--- config.mk ---
export PLATFORM = sky130hd
export DESIGN_NAME = ssd_source_scheduler
export DESIGN_NICKNAME = d
export VERILOG_FILES = /design/src/rtl/ssd_pkg.sv /design/src/rtl/rr_pick.sv /design/src/rtl/ssd_source_scheduler.sv
export SDC_FILE = /design/constraint.sdc
export NUM_CORES = 1
export LEC_CHECK = 0
export BUFFER_PORTS_ARGS = -buffer_cell sky130_fd_sc_hd__clkbuf_2
export CELL_PAD_IN_SITES_DETAIL_PLACEMENT = 1
export CELL_PAD_IN_SITES_GLOBAL_PLACEMENT = 2
export CORE_ASPECT_RATIO = 1.2
export CORE_MARGIN = 8
export CORE_UTILIZATION = 29
export CTS_CLUSTER_DIAMETER = 60
export DETAILED_ROUTE_END_ITERATION = 10
export PLACE_DENSITY_LB_ADDON = 0.08
export RECOVER_POWER = 100
export SYNTH_ARGS = -nofsm -noshare
export SYNTH_HDL_FRONTEND = slang
export SYNTH_SLANG_ARGS = --single-unit
export TNS_END_PERCENT = 5
--- constraint.sdc ---
create_clock -name clk -period 2.8 [get_ports clk]
set_input_delay 0.14 -clock clk [delete_from_list [all_inputs] [get_ports clk]]
set_output_delay 0.14 -clock clk [all_outputs]
set_load 0.01 [all_outputs]
--- src/rtl/ssd_pkg.sv ---
// Shared widths and state encoding for the SSD source scheduler.
package ssd_pkg;

    localparam int N_SRC   = 4;
    localparam int SRC_W   = 2;
    localparam int DWELL_W = 32;

    typedef enum logic {
        IDLE = 1'b0,
        SHOW = 1'b1
    } state_t;

endpackage

--- src/rtl/rr_pick.sv ---
// Wrap-around search: lowest set req index at or after start, modulo 4.
module rr_pick
    import ssd_pkg::*;
(
    input  logic [3:0]       req,
    input  logic [SRC_W-1:0] start,
    output logic             found,
    output logic [SRC_W-1:0] idx
);

    logic [SRC_W-1:0] cand;

    // Scan farthest-first so the nearest hit to start is the one that sticks.
    always_comb begin
        found = 1'b0;
        idx   = start;
        cand  = '0;
        for (int k = 3; k >= 0; k--) begin
            cand = start + k[SRC_W-1:0];
            if (req[cand]) begin
                found = 1'b1;
                idx   = cand;
            end
        end
    end

endmodule

--- src/rtl/ssd_source_scheduler.sv ---
// Round-robin scheduler picking which source word drives the 8-digit SSD.
module ssd_source_scheduler #(
    parameter int unsigned DWELL_CYCLES = 100000000,
    parameter int          N_SRC        = 4
) (
    input  logic               clk,
    input  logic               rstn,
    input  logic [N_SRC-1:0]   req,
    input  logic [N_SRC*32-1:0] data,
    input  logic               hold,
    input  logic               step,
    output logic [31:0]        dout,
    output logic [1:0]         cur_src,
    output logic               active
);

    import ssd_pkg::*;

    localparam logic [DWELL_W-1:0] LAST = DWELL_W'(DWELL_CYCLES - 1);

    state_t             state;
    logic [DWELL_W-1:0] cnt;
    logic               pick_found;
    logic [SRC_W-1:0]   pick_idx;
    logic               adv;
    logic [31:0]        word;

    // Search always starts one past the current source; reset value 3 makes the first pick start at 0.
    rr_pick u_pick (
        .req   (req),
        .start (cur_src + 2'd1),
        .found (pick_found),
        .idx   (pick_idx)
    );

    // Live word of the current source; registered into dout for one cycle of latency.
    assign word = data[{cur_src, 5'd0} +: 32];

    // Any of step, losing our own request, or unheld dwell expiry yields one single advance.
    assign adv = step | ~req[cur_src] | (~hold & (cnt == LAST));

    // Scheduler state, selection, dwell counter and registered outputs.
    always_ff @(posedge clk or negedge rstn) begin
        if (!rstn) begin
            state   <= IDLE;
            cur_src <= 2'd3;
            cnt     <= '0;
            dout    <= '0;
            active  <= 1'b0;
        end else begin
            case (state)
                IDLE: begin
                    dout <= '0;
                    if (pick_found) begin
                        state   <= SHOW;
                        active  <= 1'b1;
                        cur_src <= pick_idx;
                        cnt     <= '0;
                    end
                end
                SHOW: begin
                    if (req == '0) begin
                        state  <= IDLE;
                        active <= 1'b0;
                        dout   <= '0;
                        cnt    <= '0;
                    end else begin
                        dout <= word;
                        if (adv && pick_found) begin
                            // Lone requester re-picks itself, which just restarts the dwell.
                            cur_src <= pick_idx;
                            cnt     <= '0;
                        end else if (!hold && cnt != LAST) begin
                            cnt <= cnt + 1'b1;
                        end
                    end
                end
                default: state <= IDLE;
            endcase
        end
    end

endmodule

==> results of run 1 <==
final timing paths:
| check | from | end | slack (ns) | depth (start not counted) |
|---|---|---|---|---|
| max | cnt[0]$_DFFE_PN0P_ | cur_src[1]$_DFFE_PN1P_ | 0.28 | 6 |
| min | req[1] | cur_src[0]$_DFFE_PN1P_ | 0.25 | 3 |
| max reg2reg | cnt[0]$_DFFE_PN0P_ | cur_src[1]$_DFFE_PN1P_ | 0.28 | 6 |
| min reg2reg | cnt[15]$_DFFE_PN0P_ | cnt[15]$_DFFE_PN0P_ | 0.52 | 1 |
| max in group asynchronous | rstn | cnt[25]$_DFFE_PN0P_ | 0.92 | 2 |
| min in group asynchronous | rstn | cnt[11]$_DFFE_PN0P_ | 0.81 | 2 |
power by group:
group	total (uW)	internal [uW]	switching [uW]	leakage (uW)
logic	1740	848	893	0.00133
registers	1330	1250	81.5	0.000871
clock network	1120	708	408	0.000140
total	4190	2800	1380	0.00234
cell usage after synthesis, drive strengths merged, types with 2 or more instances:
cell type / number / area [um^2]
nand3b: 6 / 45.04
buf: 15 / 90.09
o31ai: 4 / 30.03
mux2i: 5 / 50.05
nor3b: 3 / 22.52
o22ai: 4 / 25.02
clkbuf: 13 / 48.80
a21oi: 16 / 91.34
a32o: 2 / 20.02
mux4: 33 / 743.2
nand2: 17 / 63.81
xnor2: 5 / 43.79
xor2: 3 / 26.28
and4: 3 / 26.28
nand3: 17 / 85.08
dfrtp: 66 / 1652
inv: 9 / 33.78
and2: 4 / 25.02
nor4: 15 / 93.84
o21ai: 7 / 35.03
nor3: 3 / 15.01
o21bai: 2 / 15.01
nor2b: 3 / 18.77
a31oi: 14 / 87.58
dfstp: 2 / 52.55
or3: 5 / 31.28
and3: 36 / 225.2
nand4: 21 / 150.2
nor2: 14 / 52.55
or4: 7 / 56.30
sequential cells by signal, indices dropped and copies added (netlist names):
name,cells
active,1
cur_src,2
state,1
cnt,32
dout,32
stage by stage:
| step | std cells | power (uW) | util, % |
|---|---|---|---|
| after global routing | 720 | 4478 | 38.25 |
| after global placement | 704 | 3182 | 36.55 |
| after CTS | 720 | 4345 | 38.63 |
| after floorplan | 372 | 2546 | - |
| after detailed placement | 704 | 3204 | 36.55 |
| final | 720 | 4186 | 38.25 |
layout make-up:
cell class	count	share of cell area, %
timing repair buffer	186	17.01
clock buffer	13	4.616
inverter	9	0.6231
clock inverter	2	0.6462
multi-input combinational	267	41.63
tap	175	4.039
sequential	68	31.43
kinds of logic (layout without fill, tap and decap cells):
family | after synthesis | count (layout)
and+or+nand+nor | 159 | 159
DFF | 68 | 68
AOI/OAI and AO/OA | 59 | 59
muxes | 39 | 39
buffers and inverters | 37 | 210
xor gates and xnor gates | 8 | 8
adders and majority gates | 2 | 2
layer usage:
layer	global-route usage, %	routed length (um)	share of wire, %	vias up
met5	0	0	0	-
met4	5.613	254	1.6	0
met3	7.070	1276	8.1	11
met2	30.83	8038	51	136
met1	18.71	6139	39	1970
li1	-	-	-	1807
critical path: stages, from the launching register on:
cell and delay (ns):
dfrtp_1 0.42, ha_1 0.25, nand3_1 0.16, or2_0 0.41, or4_4 0.62, a21oi_1 0.23, mux2_2 0.35
==> impl_results.md, run 1 <==
- Status: finished, violations left
- Failing checks: capacitance limit, slew limit
- Endpoints failing hold: 0
- WL/cell: roughly 22 um
- Highest clock rate: 396.3 MHz
- Startpoint types: register
- Final setup TNS: 0 ns
- Die Wd: approximately 120 um
- Compound-gate portion of the synthesized area: 9.927%
- Overall Global Routing Usage: 17.49%
- Slew Viols, Final: ~70
- Worst-skew pair later-pin latency: 0.33 ns
- Hold-fix buffer count after cts: 1
- Setup Crit Path Kind: register to register
- Worst path arrival time: 2.78 ns
- Final Cycle Share: 90.11%
- Vias in the first global route: 4503
- Core area: 0.01417 mm^2
- Synth Area in XOR/XNOR: 1.695%
- Sink Count: roughly 70
- Final instance area: 0.005421 mm^2
- Tightest Pin Transition: 1.770 ns
- CTS H-tree lvls: 3
- Final setup vio count: 0
- Root Buffer: clkbuf_16
- Post-CTS Resized: 0
- Die area: approximately 0.018 mm^2
- Iteration-0 DRC Markers: 148
- Multi-input gate area: 0.002257 mm^2
- I/O pins: approximately 170
- Vias: approximately 3900
- Drt via density: roughly 5.5
- CP Capture Type: register
- Ys async rst share: 100.0%
- Seq. cell area: 0.001704 mm^2
- Dpl hpwl: 12310 um
- CP Max Fanout: 16
- Max-slew headroom: -18.00%
- Starting density of the core: 29.17%
- Clk pin slew, worst setup/hold paths: 0.06 ns
- Post-synth cell types: 54
- Commonest non-fill, non-tap cell in the layout: clkbuf_2
- First-pass GRT wire length: 25410 um
- Area Overhead vs Synth: 31.14%
- Minimum period implied by the final worst setup slack: 2.523 ns
- Number of antenna violations at the first check in global routing: 0
- Simple logic cell fraction of the synthesized area: 22.97%
- Final WL: 15710 um
- Rows: 48
- Remaining Overflow, GRT: 0
- Mux contribution to synthesized area: 19.46%
- Sequential share of the synthesized area: 41.22%
- VDD IR max: roughly 0.00047 V
- Pre-CTS setup slack: 0.3596 ns
- Syn Nets: approximately 500
- Clock buffer depth: 2
- Max Cap Viol: 1
- Avg Cell Area, Syn: 11.11 um^2
- Hold WS: 0.2457 ns
- CTS tree: done
- ANT cells: 0
- Hold crit path type: input pin to register
- FILL cells: 1652
- Dominant synthesized flop cell: dfrtp_1
- Synth Cell Area: 0.004134 mm^2
- Placed Area: about 0.0052 mm^2
- Worst EP required: 3.06 ns
- Post-synth EDFFs: 0
- Yosys reg bits: 68
- Setup WS post-layout: around 0.28 ns
- Clock Skew: 0.008769 ns
- Adder-Cell Fraction of Synth Area: less than 1%
- Post-route DRC: 0
- Fin nets: around 680
- Synth Warn #: 0
- Layout cells sized above 1: between 30 and 40%
- ANT nets after route: 0
- Drt pass-1 iters: 4
- Chip height: 146.8 um
- I/O Buffers: 170
- Post-synthesis cell count: 372
- Total setup buffers inserted after CTS: 0
- Leak pwr: around 0.0023 uW
- CTS buffer count: 9
- RSZ-0062 raised after global routing: no
- Pwr Density: around 770 mW/mm^2
- Largest family of logic cells by synthesized area: simple AND/OR/NAND/NOR gates
- Largest net degree at the start of global routing: 69
- GP Congestion: 0.7879
- Most frequent cells in the layout: clkbuf_2, dfrtp_1, clkbuf_1
Power figures use the tool's default switching activity.
==> inputs of run 2 (changes only) <==
--- a/config.mk
+++ b/config.mk
@@ -15,6 +15,7 @@
 export DETAILED_ROUTE_END_ITERATION = 10
 export PLACE_DENSITY_LB_ADDON = 0.08
 export RECOVER_POWER = 100
+export REMOVE_ABC_BUFFERS = 1
 export SYNTH_ARGS = -nofsm -noshare
 export SYNTH_HDL_FRONTEND = slang
 export SYNTH_SLANG_ARGS = --single-unit
==> impl_results.md, run 2 (same netlist as run 1, synthesis figures left out) <==
- Clock buffer depth: 2 (unchanged)
- Final WL: 15130 um (-3.7%)
- CTS buffer count: 9 (unchanged)
- Pre-CTS setup slack: 0.2918 ns (-0.06772 ns)
- Hold path depth: 3 (unchanged)
- Overall Global Routing Usage: 16.90% (-0.60 points)
- CTS H-tree lvls: 3 (unchanged)
- Final Power: 4108 uW (-1.8%)
- Core area: 0.01417 mm^2 (unchanged)
- Drt via density: 5.422 (-0.51%)
- Total setup buffers inserted after CTS: 0 (unchanged)
- FILL cells: 1645 (-0.42%)
- I/O Buffers: 170 (unchanged)
- R2R Path Start: cnt[0]$_DFFE_PN0P_
- CP Capture Type: register
- Final Cycle Share: 89.50% (-0.61 points)
- Setup Crit Path Kind: register to register
- Worst hold start: req[1]
- Worst path arrival time: 2.71 ns (-0.07 ns)
- Tightest Pin Transition: 1.763 ns (-0.007172 ns)
- Commonest non-fill, non-tap cell in the layout: clkbuf_2
- FF-to-FF path depth: 7 (+1)
- Drt pass-1 iters: 4 (unchanged)
- Starting density of the core: 29.17% (unchanged)
- Fin nets: 684 (+0.88%)
- Highest clock rate: 399.1 MHz (+0.69%)
- Die area: 0.01835 mm^2 (unchanged)
- Pwr Density: 754.3 mW/mm^2 (-2.3%)
- Area Overhead vs Synth: 31.75%
- Final instance area: 0.005446 mm^2 (+0.46%)
- Clk pin slew, worst setup/hold paths: 0.05 ns (about the same)
- Root Buffer: clkbuf_16
- I/O pins: 171 (unchanged)
- Worst-skew pair later-pin latency: 0.33 ns (about the same)
- Biggest regs: cnt (32), dout (32), cur_src (2)
- Vias in the first global route: 4535 (+0.71%)
- Failing checks: capacitance limit, slew limit
- Vias: 3931 (+0.18%)
- Post-route DRC: 0 (unchanged)
- ANT cells: 0 (unchanged)
- Endpoints failing hold: 0 (unchanged)
- Hold crit path type: input pin to register
- Hold WS: 0.2291 ns (-0.01658 ns)
- WL/cell: 20.87 um (-4.3%)
- Largest net degree at the start of global routing: 69 (unchanged)
- RSZ-0062 raised after global routing: no
- First-pass GRT wire length: 24700 um (-2.8%)
- Sink Count: 68 (unchanged)
- Chip height: 146.8 um (unchanged)
- Remaining Overflow, GRT: 0 (unchanged)
- Status: finished, violations left
- Die Wd: 125.0 um (unchanged)
- Post-CTS Resized: 0 (unchanged)
- Max Cap Viol: 1 (unchanged)
- Worst EP required: 3.00 ns (-0.06 ns)
- Final setup vio count: 0 (unchanged)
- Slew Viols, Final: 69 (unchanged)
- Dpl hpwl: 11760 um (-4.4%)
- Iteration-0 DRC Markers: 178 (+20%)
- VDD IR max: 0.0003218 V (-31%)
- GP Congestion: 0.7897 (+0.23%)
- Number of antenna violations at the first check in global routing: 0 (unchanged)
- Startpoint types: register
- Setup WS post-layout: 0.2941 ns (+0.01716 ns)
- Placed Area: 0.005238 mm^2 (+1.1%)
- Leak pwr: 0.002372 uW (+1.2%)
- Hold-fix buffer count after cts: 1 (unchanged)
- Seq. cell area: 0.001704 mm^2 (unchanged)
- Layout cells sized above 1: 38.18% (+0.57 points)
- CP Max Fanout: 16 (unchanged)
- CTS tree: done
- Most frequent cells in the layout: clkbuf_2, dfrtp_1, clkbuf_1
- Final core occ: 38.43% (+0.18 points)
- Multi-input gate area: 0.002238 mm^2 (-0.83%)
- Max-slew headroom: -17.52% (+0.48 points)
- Clock Skew: 0.006574 ns (-0.002195 ns)
- Minimum period implied by the final worst setup slack: 2.506 ns (-0.01716 ns)
- Rows: 48 (unchanged)
- CP startpoint: cnt[0]$_DFFE_PN0P_
- ANT nets after route: 0 (unchanged)
-- run 2: path summary, 6_finish.rpt --
| path | to | slack [ns] |
|---|---|---|
| setup / recovery | cnt[23]$_DFFE_PN0P_ | 0.29 |
| min in group asynchronous | cnt[10]$_DFFE_PN0P_ | 0.80 |
| max in group asynchronous | cnt[24]$_DFFE_PN0P_ | 0.92 |
| hold reg to reg | cnt[31]$_DFFE_PN0P_ | 0.53 |
| setup reg to reg | cnt[23]$_DFFE_PN0P_ | 0.29 |
| hold / removal | cur_src[0]$_DFFE_PN1P_ | 0.23 |
-- run 2: final cells by class --
cell class / instances / area share, %
flip-flops and latches: 68 / 31.29
clock inverters: 2 / 0.1838
inverters: 9 / 0.6203
well taps: 175 / 4.020
clock buffers: 12 / 4.893
multi-input cells: 267 / 41.10
repair buffers: 192 / 17.90
-- run 2: metrics by stage --
stage               cells  setup TNS, ns
floorplan             344         -2.407
global placement      710              0
detailed placement    710              0
CTS                   725              0
global route          725              0
finish                725              0
-- run 2: critical path, cell delays in order (launching register included) --
cell and delay (ns):
dfrtp_1 0.41, ha_1 0.23, nand3_1 0.16, or2_1 0.38
or4_4 0.60, a21oi_4 0.36, buf_12 0.18, a21oi_1 0.04
-- run 2: report_power, final --
part	switching [uW]	leakage (uW)	internal [uW]
clock network	405	0.000140	658
registers	78.2	0.000871	1250
logic	871	0.00136	849
total	1350	0.00237	2750
-- run 2: layer usage --
metal  GRT usage [%]  routed length (um)  up-vias
li1                -                   -     1813
met1           18.57                5922     1940
met2           28.95                7513      153
met3           6.454                1300       25
met4           6.528                 393        0
met5               0                   0        -
==> inputs of run 3 (changes only) <==
--- a/config.mk
+++ b/config.mk
@@ -13,7 +13,7 @@
 export CORE_UTILIZATION = 29
 export CTS_CLUSTER_DIAMETER = 60
 export DETAILED_ROUTE_END_ITERATION = 10
-export PLACE_DENSITY_LB_ADDON = 0.08
+export PLACE_DENSITY_LB_ADDON = 0.15
 export RECOVER_POWER = 100
 export REMOVE_ABC_BUFFERS = 1
 export SYNTH_ARGS = -nofsm -noshare
==> impl_results.md, run 3 (same netlist as run 1, synthesis figures left out) <==
- Status: complete, no violations
- Post-CTS Resized: 0 (unchanged)
- Drt via density: 5.510 (+1.6%)
- I/O Buffers: 170 (unchanged)
- Fin nets: 680 (-0.58%)
- Combinational share of power: 40.1% (-1.8 points)
- Sink Count: 68 (unchanged)
- Core area: 0.01417 mm^2 (unchanged)
- GP Congestion: 0.7797 (-1.3%)
- FILL cells: 1653 (+0.49%)
- CTS tree: done
- Most frequent cells in the layout: clkbuf_2, dfrtp_1, clkbuf_1
- Post-route DRC: 0 (unchanged)
- I/O pins: 171 (unchanged)
- Worst EP required: 3.01 ns (about the same)
- CTS buffer count: 9 (unchanged)
- Clk pwr share: 28.5% (+2.6 points)
- Leak pwr: 0.002356 uW (-0.69%)
- Slowest cell on crit path: or4_4
- CTS H-tree lvls: 3 (unchanged)
- Worst path arrival time: 2.70 ns (about the same)
- Slew Viols, Final: 0 (-100%)
- CP top delay family: simple AND/OR/NAND/NOR gates
- Die Wd: 125.0 um (unchanged)
- Remaining Overflow, GRT: 0 (unchanged)
- Sw frac: 32.42% (-0.54 points)
- VDD IR max: 0.0003042 V (-5.5%)
- Root Buffer: clkbuf_16
- Pwr Density: 785.6 mW/mm^2 (+4.2%)
- Power share of the sequential group: 31.4% (-0.9 points)
- WL/cell: 21.72 um (+4.1%)
- Minimum period implied by the final worst setup slack: 2.492 ns (-0.01369 ns)
- Clock Skew: 0.008983 ns (+0.002409 ns)
- Area Overhead vs Synth: 31.63% (about the same)
- Hold crit path type: input pin to register
- Clock buffer depth: 2 (unchanged)
- Setup Crit Path Kind: register to register
- Final Power: 4275 uW (+4.1%)
- Commonest non-fill, non-tap cell in the layout: clkbuf_2
- Max Cap Viol: 0 (-1)
- Layout cells sized above 1: 37.23% (-0.96 points)
- Largest net degree at the start of global routing: 41 (-41%)
- Chip height: 146.8 um (unchanged)
- First-pass GRT wire length: 25190 um (+2.0%)
- RSZ-0062 raised after global routing: no
- Placed Cells: 706 (-0.56%)
- Max-slew headroom: 4.055% (+22 points)
- Worst-path cell chain: ha_1 -> nand3_1 -> or2_1 -> or4_4 -> a21oi_4 -> buf_4 -> nor2_1
- Number of antenna violations at the first check in global routing: 0 (unchanged)
- Final Cycle Share: 89.01% (-0.49 points)
- Die area: 0.01835 mm^2 (unchanged)
- Final setup vio count: 0 (unchanged)
- Tightest Pin Transition: 1.439 ns (-0.3236 ns)
- Net switching power: 1386 uW (+2.3%)
- Pint: 2889 uW (+4.9%)
- CP Max Fanout: 16 (unchanged)
- Vias in the first global route: 4505 (-0.66%)
- Clk pin slew, worst setup/hold paths: 0.06 ns (about the same)
- Highest clock rate: 401.3 MHz (+0.55%)
- Iteration-0 DRC Markers: 168 (-5.6%)
- Biggest regs: cnt (32), dout (32), cur_src (2)
- Cell Count, Final, Fillers Out: 723 (-0.28%)
- Final WL: 15710 um (+3.8%)
- Total setup buffers inserted after CTS: 0 (unchanged)
- ANT nets after route: 0 (unchanged)
- Drt pass-1 iters: 4 (unchanged)
- Worst path bufs/invs: 1 (unchanged)
- Endpoints failing hold: 0 (unchanged)
- Dpl hpwl: 12480 um (+6.1%)
- Startpoint types: register
- Starting density of the core: 29.17% (unchanged)
- CP peak stage delay: 0.59 ns (about the same)
- Hold-fix buffer count after cts: 1 (unchanged)
- ANT cells: 0 (unchanged)
- Rows: 48 (unchanged)
- Vias: 3984 (+1.3%)
- CP Capture Type: register
- Worst-skew pair later-pin latency: 0.33 ns (about the same)
- Overall Global Routing Usage: 17.35% (+0.45 points)
-- run 3: final timing paths --
check	from	slack, ns	cells after the start	endpoint
worst max-delay path	cnt[0]$_DFFE_PN0P_	0.31	7	cnt[19]$_DFFE_PN0P_
worst min-delay path	req[1]	0.25	3	cur_src[0]$_DFFE_PN1P_
worst max register to register	cnt[0]$_DFFE_PN0P_	0.31	7	cnt[19]$_DFFE_PN0P_
worst min register to register	active$_DFFE_PN0P_	0.53	1	active$_DFFE_PN0P_
max in group asynchronous	rstn	0.56	3	cnt[28]$_DFFE_PN0P_
min in group asynchronous	rstn	0.69	2	cnt[26]$_DFFE_PN0P_
-- run 3: area by class of cell --
| class | count | area [um^2] | share of cell area, % |
|---|---|---|---|
| tap | 175 | 219.0 | 4.024 |
| inverter | 9 | 33.78 | 0.6208 |
| timing repair buffer | 188 | 932.1 | 17.13 |
| sequential | 68 | 1704 | 31.32 |
| clock inverter | 2 | 60.06 | 1.104 |
| clock buffer | 14 | 254.0 | 4.668 |
| multi-input combinational | 267 | 2238 | 41.14 |
-- run 3: worst reg2reg max path, stage by stage (launching register included) --
cell and delay, ns:
dfrtp_1 0.42, ha_1 0.24, nand3_1 0.16, or2_1 0.37
or4_4 0.59, a21oi_4 0.25, buf_4 0.26, nor2_1 0.08
-- run 3: stage by stage --
stage               instance area, um^2  TNS [ns]  utilization [%]  setup WS [ns]  hold slack [ns]
floorplan                          3995    -2.407                -        -0.4234          -0.1556
global placement                   5192         0            36.63         0.3763           0.1875
detailed placement                 5192         0            36.63         0.2960           0.1834
CTS                                5517         0            38.92         0.2702           0.2365
global route                       5441         0            38.39         0.1282           0.2641
finish                             5441         0            38.39         0.3078           0.2505
-- run 3: power by group through the flow --
stage          sequential [uW]  clock, uW  combinational, uW
6_report                  1340       1220               1710
2_1_floorplan             1670          0                806
5_1_grt                   1370       1290               1880
3_3_place_gp              1360          0               1830
3_5_place_dp              1360          0               1840
4_1_cts                   1350       1250               1840
-- run 3: per-layer routing --
layer  up-vias  share of wire (%)  track usage [%]
met4         0                1.9            6.223
met1      2004                 40            19.79
met5         -                  0                0
li1       1812                  -                -
met3        20                7.2            5.946
met2       148                 50            29.58
